===== src/rtl/usr_access_capture.sv =====
// Captures a multi-word user-access frame from the configuration data path,
// verifies its trailing XOR checksum and presents only complete, validated payloads.
module usr_access_capture #(
    parameter int DATA_WIDTH     = 32,
    parameter int NUM_WORDS      = 4,
    parameter int TIMEOUT_CYCLES = 256
) (
    input  logic                                CLK,
    input  logic                                RST,
    input  logic [DATA_WIDTH-1:0]               CFG_DATA,
    input  logic                                CFG_VALID,
    input  logic                                REARM,
    output logic [(NUM_WORDS-1)*DATA_WIDTH-1:0] DATA,
    output logic                                DATAVALID,
    output logic                                BUSY,
    output logic                                ERR,
    output logic [1:0]                          ERR_CODE
);

    localparam int CW = $clog2(NUM_WORDS);
    localparam int IW = $clog2(TIMEOUT_CYCLES + 1);
    localparam int PW = (NUM_WORDS - 1) * DATA_WIDTH;
    localparam logic [CW-1:0] LAST_IDX = CW'(NUM_WORDS - 1);
    localparam logic [IW-1:0] IDLE_LAST = IW'(TIMEOUT_CYCLES - 1);

    typedef enum logic [1:0] {
        IDLE,
        CAPTURE,
        DONE,
        ERROR
    } state_t;

    state_t state, state_nxt;

    logic [DATA_WIDTH-1:0] shadow [NUM_WORDS-1];
    logic [CW-1:0]         cnt;
    logic [DATA_WIDTH-1:0] acc;
    logic [IW-1:0]         idle_cnt;

    logic [PW-1:0] data_q;
    logic          dvalid_q;
    logic          busy_q;
    logic          err_q;
    logic [1:0]    err_code_q;

    logic take_first, take_word, chk_ok, chk_bad, tmo, clr, idle_inc;

    always_ff @(posedge CLK or posedge RST) begin
        if (RST) begin
            state <= IDLE;
        end else begin
            state <= state_nxt;
        end
    end

    // REARM outranks everything, so a word arriving with it is simply dropped.
    always_comb begin
        state_nxt  = state;
        take_first = 1'b0;
        take_word  = 1'b0;
        chk_ok     = 1'b0;
        chk_bad    = 1'b0;
        tmo        = 1'b0;
        clr        = 1'b0;
        idle_inc   = 1'b0;
        if (REARM) begin
            clr       = 1'b1;
            state_nxt = IDLE;
        end else begin
            case (state)
                IDLE: begin
                    if (CFG_VALID) begin
                        take_first = 1'b1;
                        state_nxt  = CAPTURE;
                    end
                end
                CAPTURE: begin
                    if (CFG_VALID) begin
                        if (cnt == LAST_IDX) begin
                            if (CFG_DATA == acc) begin
                                chk_ok    = 1'b1;
                                state_nxt = DONE;
                            end else begin
                                chk_bad   = 1'b1;
                                state_nxt = ERROR;
                            end
                        end else begin
                            take_word = 1'b1;
                        end
                    end else if (idle_cnt == IDLE_LAST) begin
                        tmo       = 1'b1;
                        state_nxt = ERROR;
                    end else begin
                        idle_inc = 1'b1;
                    end
                end
                default: ;
            endcase
        end
    end

    always_ff @(posedge CLK or posedge RST) begin
        if (RST) begin
            for (int i = 0; i < NUM_WORDS - 1; i++) begin
                shadow[i] <= '0;
            end
            cnt        <= '0;
            acc        <= '0;
            idle_cnt   <= '0;
            data_q     <= '0;
            dvalid_q   <= 1'b0;
            busy_q     <= 1'b0;
            err_q      <= 1'b0;
            err_code_q <= 2'b00;
        end else begin
            busy_q <= (state_nxt == CAPTURE);
            if (clr) begin
                cnt        <= '0;
                acc        <= '0;
                idle_cnt   <= '0;
                data_q     <= '0;
                dvalid_q   <= 1'b0;
                err_q      <= 1'b0;
                err_code_q <= 2'b00;
            end
            if (take_first) begin
                shadow[0] <= CFG_DATA;
                acc       <= CFG_DATA;
                cnt       <= CW'(1);
                idle_cnt  <= '0;
            end
            if (take_word) begin
                for (int i = 0; i < NUM_WORDS - 1; i++) begin
                    if (int'(cnt) == i) begin
                        shadow[i] <= CFG_DATA;
                    end
                end
                acc      <= acc ^ CFG_DATA;
                cnt      <= cnt + CW'(1);
                idle_cnt <= '0;
            end
            if (idle_inc) begin
                idle_cnt <= idle_cnt + IW'(1);
            end
            // The payload register is only ever loaded from a fully verified bank.
            if (chk_ok) begin
                for (int i = 0; i < NUM_WORDS - 1; i++) begin
                    data_q[i*DATA_WIDTH +: DATA_WIDTH] <= shadow[i];
                end
                dvalid_q <= 1'b1;
            end
            if (chk_bad) begin
                err_q      <= 1'b1;
                err_code_q <= 2'b01;
            end
            if (tmo) begin
                err_q      <= 1'b1;
                err_code_q <= 2'b10;
            end
        end
    end

    assign DATA      = data_q;
    assign DATAVALID = dvalid_q;
    assign BUSY      = busy_q;
    assign ERR       = err_q;
    assign ERR_CODE  = err_code_q;

endmodule


===== config.mk =====
export PLATFORM = sky130hd
export DESIGN_NAME = usr_access_capture
export DESIGN_NICKNAME = d
export VERILOG_FILES = /design/src/rtl/usr_access_capture.sv
export SDC_FILE = /design/constraint.sdc
export NUM_CORES = 1
export LEC_CHECK = 0
export CORE_UTILIZATION = 49
export DETAILED_ROUTE_END_ITERATION = 10
export PLACE_DENSITY = 0.76
export SLEW_MARGIN = 20
export SYNTH_ARGS = -nofsm -noshare
export SYNTH_HDL_FRONTEND = slang
export SYNTH_SLANG_ARGS = --single-unit

===== constraint.sdc =====
create_clock -name CLK -period 7.7 [get_ports CLK]
set_input_delay 1.155 -clock CLK [delete_from_list [all_inputs] [get_ports CLK]]
set_output_delay 1.155 -clock CLK [all_outputs]
set_load 0.03 [all_outputs]

; ---- After elaboration in Yosys (flattened, before gate mapping)
; Cells that the tools add are included.
[word_totals]
regBits = 242
output_inout_bits = 101
wordCells = 86
[classes]
n_addsub = 2
n_eq_ne = 7
mux = 56
bitwise_logic = 1
n_reduce_logical = 8
[ops]
columns = operator, count
row1 = 96-bit two-way mux, 3
row2 = 32-bit two-way mux, 7
row3 = 9-bit two-way mux, 4
row4 = 32-bit == test, 1
row5 = 32-bit bitwise XOR, 1
row6 = 1-bit two-way mux, 31
row7 = 2-bit two-way mux, 10
row8 = "9-bit by 1-bit adder with 9-bit output, second input constant", 1
row9 = "9-bit by 8-bit == test with 1-bit output, second input constant", 1
row10 = "2-bit == test, second input constant", 3
row11 = 3-bit nonzero test, 2
row12 = "2-bit by 1-bit == test with 1-bit output, second input constant", 2
row13 = 2-bit logical NOT, 2
row14 = 2-bit case mux with 2 select lines, 1
row15 = 2-bit AND reduction, 2
row16 = 4-bit nonzero test, 1
row17 = "2-bit by 1-bit adder with 2-bit output, second input constant", 1
row18 = 2-bit nonzero test, 1

; ---- Longest topological paths before layout
; Gate-level depths: netlist (run 1).
[logic_depth]
ltp_word = 8
ltp_mapped = 10

; ---- Worst setup path before layout (run 1)
; No wires, ideal clock.
[synth_path]
kind = input to register
startpoint = in REARM
endpoint = reg shadow[0] (netlist name)
setup_time_ns = 0.125
t_arrival_ns = 2.581
setup_slack_ns = 4.994
stages = 7
n_path_buf = 3
cell_sequence = clkbuf_1 -> or3b_4 -> nor3b_2 -> buf_4 -> nand2_4 -> buf_6 -> mux2_2
[synth_via]
elab_chain_cells = 2
[synth_lines]
columns = element, line_no
row1 = start: declaration, 12  ; input logic REARM,
row2 = 1-bit two-way mux, 66  ; if (REARM) begin
row3 = 2-bit AND reduction (no source line), --
row4 = end: declaration, 35  ; logic [DATA_WIDTH-1:0] shadow [NUM_WORDS-1];
; No other way between the ends.
; A chain may end at the register's enable or synchronous reset.

; ---- Worst setup path after layout (run 1)
[layout_path]
startpoint = in REARM
endpoint = reg shadow[49] (netlist name)
; The elaborated chain is that of the path after synthesis.

==> impl_metrics.py, run 1 <==
metrics = {
    "detailed_routing": {
        "via_count": 6528,
        "dr.first_iter.drc_count": 315,
        "antenna_left": 0,
        "avgRoutedWirePerCell_um": 18.3,
        "first_pass_iters": 4,
        "wirelength_mm": 21.5,
        "via_per_inst": 5.57,
        "drc": 0,
    },
    "global_route": {
        "grt_pass1_wl_mm": 34.4,
        "grtUsageMet1_pct": 31.5,
        "antenna_found_initial": 0,
        "grt_util_met2_pct": 33.2,
        "grt_start_max_net_pins": 149,
        "grt.overflow.total": 0,
        "grt_usage_pct": 21.3,
        "top_usage_layer": "met2",
        "met3_usage_pct": 3.17,
        "grt_pass1_vias": 6342,
    },
    "clock_tree": {
        "cts-htree-levels": 1,
        "clk_transition_reported_paths_ns": 0.06,
        "cts_tree": "yes",
        "hold_buffers": 0,
        "clk_path_buf_depth": 3,
        "clk_latency_ns": 0.52,
        "postCtsSetupRepairBufs": 0,
        "cts_sinks": 242,
        "cts_resized": 0,
        "numCtsBuffers": 25,
        "root_buffer": "clkbuf_16",
    },
    "worst_setup_path": {
        "r2r_cells": 5,
        "r2r_end": "shadow[49]$_DFFE_PP0P_",
        "start_kind": "input pin",
        "r2r_start": "state[0]$_DFF_PP0_",
        "worstPathArrival_ns": 3.98,
        "critPathKind": "in -> reg",
        "cp_max_fo": 39,
        "rrSetupSlack_ns": 4.95,
        "crit_required_ns": 8.10,
        "worstSetupEndpointType": "flop",
    },
    "finish": {
        "layout.nets": 931,
        "final_layout_size_suffix_gt1_share_pct": 17.3,
        "layout.cells.non_filler": 1173,
        "diodes": 0,
        "syn2layout_area_growth_pct": 24.8,
    },
    "die": {
        "chipHeight_um": 144,
        "io_pins": 137,
        "num_rows": 51,
        "die_w_um": 144,
        "core_um2": 19500,
        "floorplan.die_area_um2": 20600,
        "start_util_pct": 50.3,
    },
    "synthesis": {
        "ys_types": 39,
        "synth_top_area_share_pct": 61.6,
        "syn_area_um2": 9820,
        "ys_seq_area_share_pct": 61.6,
        "synth-seq-cells": 242,
        "synth.area.top_cells": "dfrtp_1 (62%), mux2_2 (11%), a22o_1 (8.6%), nand2_1 (3.9%), xnor2_1 (2.9%)",
        "avgSynthCellArea_um2": 12.8,
        "yosysTopAreaCell": "dfrtp_1",
        "yosys_warnings": 0,
        "synth-async-reset-ratio_pct": 100,
        "synth_cells": 768,
        "synth.net_count": 810,
        "synthFlopType": "dfrtp_1",
        "synth_edf_count": 0,
    },
    "placed_design": {
        "port_buffers": 136,
        "gp_congestion": 0.757,
        "place_inst": 1126,
        "hpwl_mm": 13.2,
    },
    "sta": {
        "layout_min_cycle_time_ns": 3.57,
        "fin_skew_ns": 0.0154,
        "finalSetupViolCount": 0,
        "relSlewSlack_pct": 40.6,
        "max_slew.worst_pin.slew_ns": 0.890,
        "slew_viol_final": 0,
        "hold_violations": 0,
        "fmax_mhz": 280,
        "timing.setup.tns_ns": 0,
        "rsz0062_at_grt": "false",
        "min_period_over_period_pct": 46.4,
    },
    "outcome": {
        "status": "complete, no violations",
    },
    "pwr": {
        "comb_power_share_pct": 9.2,
        "p_per_area_nw_per_um2": 243,
        "intPower_mw": 2.27,
        "seqPwrFrac_pct": 49.7,
        "irDropWorstVdd_mv": 0.168,
        "power_frac_clock_pct": 41.1,
        "p_leak_nw": 5.58,
        "switching_share_pct": 23.8,
        "p_sw_mw": 0.708,
    },
    "worst_hold_path": {
        "holdPathEnd": "idle_cnt[8]$_DFFE_PP0P_",
        "hp-class": "reg -> reg",
        "hold_depth": 2,
        "worst_hold_startpoint": "idle_cnt[8]$_DFFE_PP0P_",
    },
    "run": {
        "cap_violations": 0,
    },
}
critical path, stage by stage:
cell,delay [ns]
clkdlybuf4s50_1,0.59
or3b_4,0.49
nor3b_4,0.17
buf_4,0.42
nand2_2,0.61
mux2_2,0.49
through the flow:
step | cell area [um^2] | util, % | setup WS, ns | total power, mW | hold slack [ns]
2_1_floorplan | 9830 | - | 3.37 | 1.68 | 0.450
3_3_place_gp | 11400 | 58.2 | 3.44 | 1.76 | 0.463
3_5_place_dp | 11400 | 58.3 | 3.54 | 1.78 | 0.471
4_1_cts | 12200 | 62.6 | 4.09 | 3.00 | 0.485
5_1_grt | 12300 | 62.8 | 3.98 | 3.09 | 0.502
6_report | 12300 | 62.8 | 4.13 | 2.98 | 0.483
worst max path at each step:
| stage | from | to | slack, ns | cells after the start |
|---|---|---|---|---|
| after floorplan | RST | BUSY$_DFF_PP0_ | 3.37 | 1 |
| after global placement | CFG_DATA[23] | DATA[12]$_DFFE_PP0P_ | 3.44 | 7 |
| after detailed placement | REARM | shadow[49]$_DFFE_PP0P_ | 3.54 | 6 |
| after CTS | REARM | shadow[34]$_DFFE_PP0P_ | 4.09 | 6 |
| after global routing | REARM | shadow[32]$_DFFE_PP0P_ | 3.98 | 6 |
| final | REARM | shadow[49]$_DFFE_PP0P_ | 4.13 | 6 |
area by class of cell:
| class | instances | area, um^2 |
|---|---|---|
| Fill cell | 1545 | 7270 |
| Tap cell | 265 | 332 |
| Multi-Input combinational cell | 469 | 3520 |
| Clock inverter | 14 | 169 |
| Clock buffer | 32 | 672 |
| Timing Repair Buffer | 145 | 1480 |
| Inverter | 6 | 26.3 |
| Sequential cell | 242 | 6060 |
registers in the layout, summed over array words and instances, names as in the netlist:
register   count
DATAVALID      1
ERR_CODE       2
DATA          96
BUSY           1
acc           32
shadow        96
state          2
ERR            1
idle_cnt       9
cnt            2
logic make-up after synthesis:
group | count (synthesis) | share of synthesized area, %
multiplexers | 96 | 11.0
AO/OA/AOI/OAI | 158 | 12.2
buffers and inverters | 57 | 2.84
adder cells (fa/ha/maj) | 6 | 0.764
flip-flops | 242 | 61.6
AND/OR/NAND/NOR | 175 | 8.56
XOR/XNOR | 34 | 3.03
cell usage in the layout, fill, tap and decap left out, drive strengths merged:
cell | Yosys | final
buf | 32 | 9
a22oi | 1 | 1
xor2 | 1 | 1
o21a | 3 | 3
nor3 | 2 | 2
a21oi | 7 | 7
nor4 | 2 | 2
nand2 | 104 | 104
dfrtp | 242 | 242
inv | 6 | 7
or3b | 2 | 2
a31oi | 1 | 1
clkinvlp | 0 | 3
and3 | 5 | 5
bufinv | 0 | 3
o41ai | 1 | 1
o31a | 1 | 1
nand3 | 2 | 2
or3 | 2 | 2
ha | 6 | 6
nor3b | 2 | 2
clkinv | 0 | 7
nand4 | 38 | 38
mux2 | 96 | 96
o21ai | 43 | 43
nand3b | 1 | 1
a21o | 1 | 1
nor2 | 11 | 11
nor2b | 1 | 1
clkdlybuf4s50 | 0 | 136
a32o | 2 | 2
clkbuf | 19 | 32
nand2b | 2 | 2
and4 | 1 | 1
xnor2 | 33 | 33
a22o | 97 | 97
a211oi | 1 | 1
routing by layer:
metal  wire, um  share of wire (%)  up-vias
met3        938                4.4       32
li1           -                  -     3020
met1      10200                 48     3316
met5          0                  0        -
met2       9960                 46      160
met4        394                1.8        0
synthesized netlist by cell type (3+ instances only):
library cell  count
buf_2            19
nand4_1          38
xnor2_1          33
mux2_2           96
nand2_1         103
inv_1             6
ha_1              6
buf_1             5
o21ai_0          43
and3_1            5
o21a_1            3
buf_4             5
a21oi_1           7
dfrtp_1         242
buf_6             3
clkbuf_1         19
a22o_1           97
nor2_1           11
power groups by stage:
stage	logic [mW]	clock network, mW	registers, mW
2_1_floorplan	0.199	0	1.48
3_3_place_gp	0.266	0	1.50
3_5_place_dp	0.277	0	1.50
4_1_cts	0.279	1.25	1.48
5_1_grt	0.303	1.29	1.50
6_report	0.274	1.22	1.48
Note: power is estimated with default switching activity, not from simulation.
==> run 2: changes to the inputs <==
==> constraint.sdc (replaced) <==
create_clock -name CLK -period 2.85 [get_ports CLK]
set_input_delay 0.4275 -clock CLK [delete_from_list [all_inputs] [get_ports CLK]]
set_output_delay 0.4275 -clock CLK [all_outputs]
set_load 0.03 [all_outputs]
==> run 2 against run 1 <==
Sequential cell count did not move. Clock-buffer cell count stayed put. Total power grew to 2.6 times the previous value. Cell area is 1.9% higher. Largest power group unchanged.
==> impl_metrics.py, run 2 (same netlist as run 1, synthesis figures left out) <==
metrics = {
    "pwr": {
        "p_leak_nw": 5.73,
        "power_mw": 7.81,
        "p_per_area_nw_per_um2": 625,
        "irDropWorstVdd_mv": 0.406,
    },
    "finish": {
        "n_fill_cell": 1527,
        "multi_input_area_um2": 3520,
        "syn2layout_area_growth_pct": 27.2,
        "fin_util_pct": 64.0,
        "final_common_cell": "dfrtp_1",
        "final_cell_mix": "dfrtp_1 (242), clkdlybuf4s50_1 (136), nand2_1 (102)",
        "regArea_um2": 6060,
        "layout.nets": 964,
        "postLayoutCellArea_um2": 12500,
        "diodes": 0,
        "final_layout_size_suffix_gt1_share_pct": 20.0,
    },
    "die": {
        "floorplan.die_area_um2": 20600,
        "io_pins": 137,
        "num_rows": 51,
        "start_util_pct": 50.3,
        "core_um2": 19500,
        "chipHeight_um": 144,
        "die_w_um": 144,
    },
    "clock_tree": {
        "cts-htree-levels": 1,
        "root_buffer": "clkbuf_16",
        "cts_resized": 0,
        "hold_buffers": 0,
        "clk_transition_reported_paths_ns": 0.06,
        "numCtsBuffers": 25,
        "clk_path_buf_depth": 3,
        "clk_latency_ns": 0.52,
        "postCtsSetupRepairBufs": 0,
        "cts_sinks": 242,
        "cts_tree": "yes",
    },
    "global_route": {
        "grt_start_max_net_pins": 78,
        "grt.overflow.total": 0,
        "grt_util_met2_pct": 36.2,
        "grt_pass1_vias": 6820,
        "grt_pass1_wl_mm": 36.9,
        "met3_usage_pct": 3.93,
        "top_usage_layer": "met2",
        "grt_usage_pct": 23.1,
        "antenna_found_initial": 0,
        "grtUsageMet1_pct": 32.9,
    },
    "detailed_routing": {
        "dr.first_iter.drc_count": 409,
        "first_pass_iters": 7,
        "avgRoutedWirePerCell_um": 18.8,
        "antenna_left": 0,
        "drc": 0,
        "via_count": 6772,
        "wirelength_mm": 22.6,
        "via_per_inst": 5.63,
    },
    "worst_setup_path": {
        "r2r_cells": 10,
        "r2r_start": "idle_cnt[0]$_DFFE_PP0P_",
        "critPathKind": "reg -> reg",
        "start_kind": "flop",
        "cp_max_fo": 9,
        "worstPathArrival_ns": 2.80,
        "r2r_end": "idle_cnt[5]$_DFFE_PP0P_",
        "crit_required_ns": 3.24,
        "worstSetupEndpointType": "flop",
        "rrSetupSlack_ns": 0.44,
    },
    "sta": {
        "slew_viol_final": 0,
        "worst_slack_ns": 0.438,
        "layout_min_cycle_time_ns": 2.41,
        "fmax_mhz": 415,
        "hold_slack_ns": 0.265,
        "fin_skew_ns": 0.00774,
        "min_period_over_period_pct": 84.6,
        "max_slew.worst_pin.slew_ns": 0.693,
        "rsz0062_at_grt": "false",
        "finalSetupViolCount": 0,
        "relSlewSlack_pct": 53.7,
        "hold_violations": 0,
    },
    "placed_design": {
        "gp_congestion": 0.772,
        "port_buffers": 136,
        "dp_slack_ns": 0.0892,
        "placed_area_um2": 11700,
        "hpwl_mm": 14.8,
    },
    "worst_hold_path": {
        "hp-class": "in -> async",
    },
    "outcome": {
        "status": "complete, no violations",
    },
    "run": {
        "cap_violations": 0,
    },
}
run 2: cell types whose count changed in the layout (fill, tap and decap cells not counted), sizes merged:
cell / previous run / this run
clkinv: 7 / 8
inv: 7 / 6
buf: 9 / 42
bufinv: 3 / 0
run 2: critical path, cell delays in order, from the launching register on:
cell and delay [ns]:
dfrtp_1 0.40, ha_1 0.24, and3_1 0.21, and3_1 0.21
and3_1 0.19, ha_1 0.23, nor2_1 0.10, a22oi_1 0.10
o21a_1 0.31, o21ai_0 0.19, o21ai_0 0.11
run 2: worst max path at each step:
stage / depth (start not counted) / slack [ns] / end / from
finish: 10 / 0.44 / idle_cnt[5]$_DFFE_PP0P_ / idle_cnt[0]$_DFFE_PP0P_
floorplan: 1 / -0.75 / BUSY$_DFF_PP0_ / RST
CTS: 10 / 0.44 / idle_cnt[5]$_DFFE_PP0P_ / idle_cnt[0]$_DFFE_PP0P_
global route: 8 / 0.23 / idle_cnt[5]$_DFFE_PP0P_ / idle_cnt[0]$_DFFE_PP0P_
global placement: 6 / 0.14 / shadow[14]$_DFFE_PP0P_ / REARM
detailed placement: 6 / 0.09 / shadow[24]$_DFFE_PP0P_ / REARM
run 2: where the power goes:
part,total [mW],internal [mW],switching (mW),leakage [nW]
logic,0.806,0.423,0.383,2.14
registers,4.01,3.80,0.205,3.22
clock network,3.00,1.68,1.31,0.370
run 2: routing by layer:
metal / wire (um) / share of wire [%]
met5: 0 / 0
met4: 642 / 2.8
met3: 1250 / 5.5
met2: 10500 / 46
met1: 10200 / 45
run 2: cell type report:
type                            instances  area share (%)
Multi-Input combinational cell        469            28.2
Inverter                                6           0.210
Clock buffer                           32            5.46
Clock inverter                         11           0.511
Sequential cell                       242            48.5
Timing Repair Buffer                  178            14.5
Tap cell                              265            2.65
run 2: metrics by stage:
step | instances | setup TNS (ns)
CTS | 1203 | 0
global placement | 1160 | 0
detailed placement | 1160 | 0
finish | 1203 | 0
global route | 1203 | 0
floorplan | 768 | -182.30
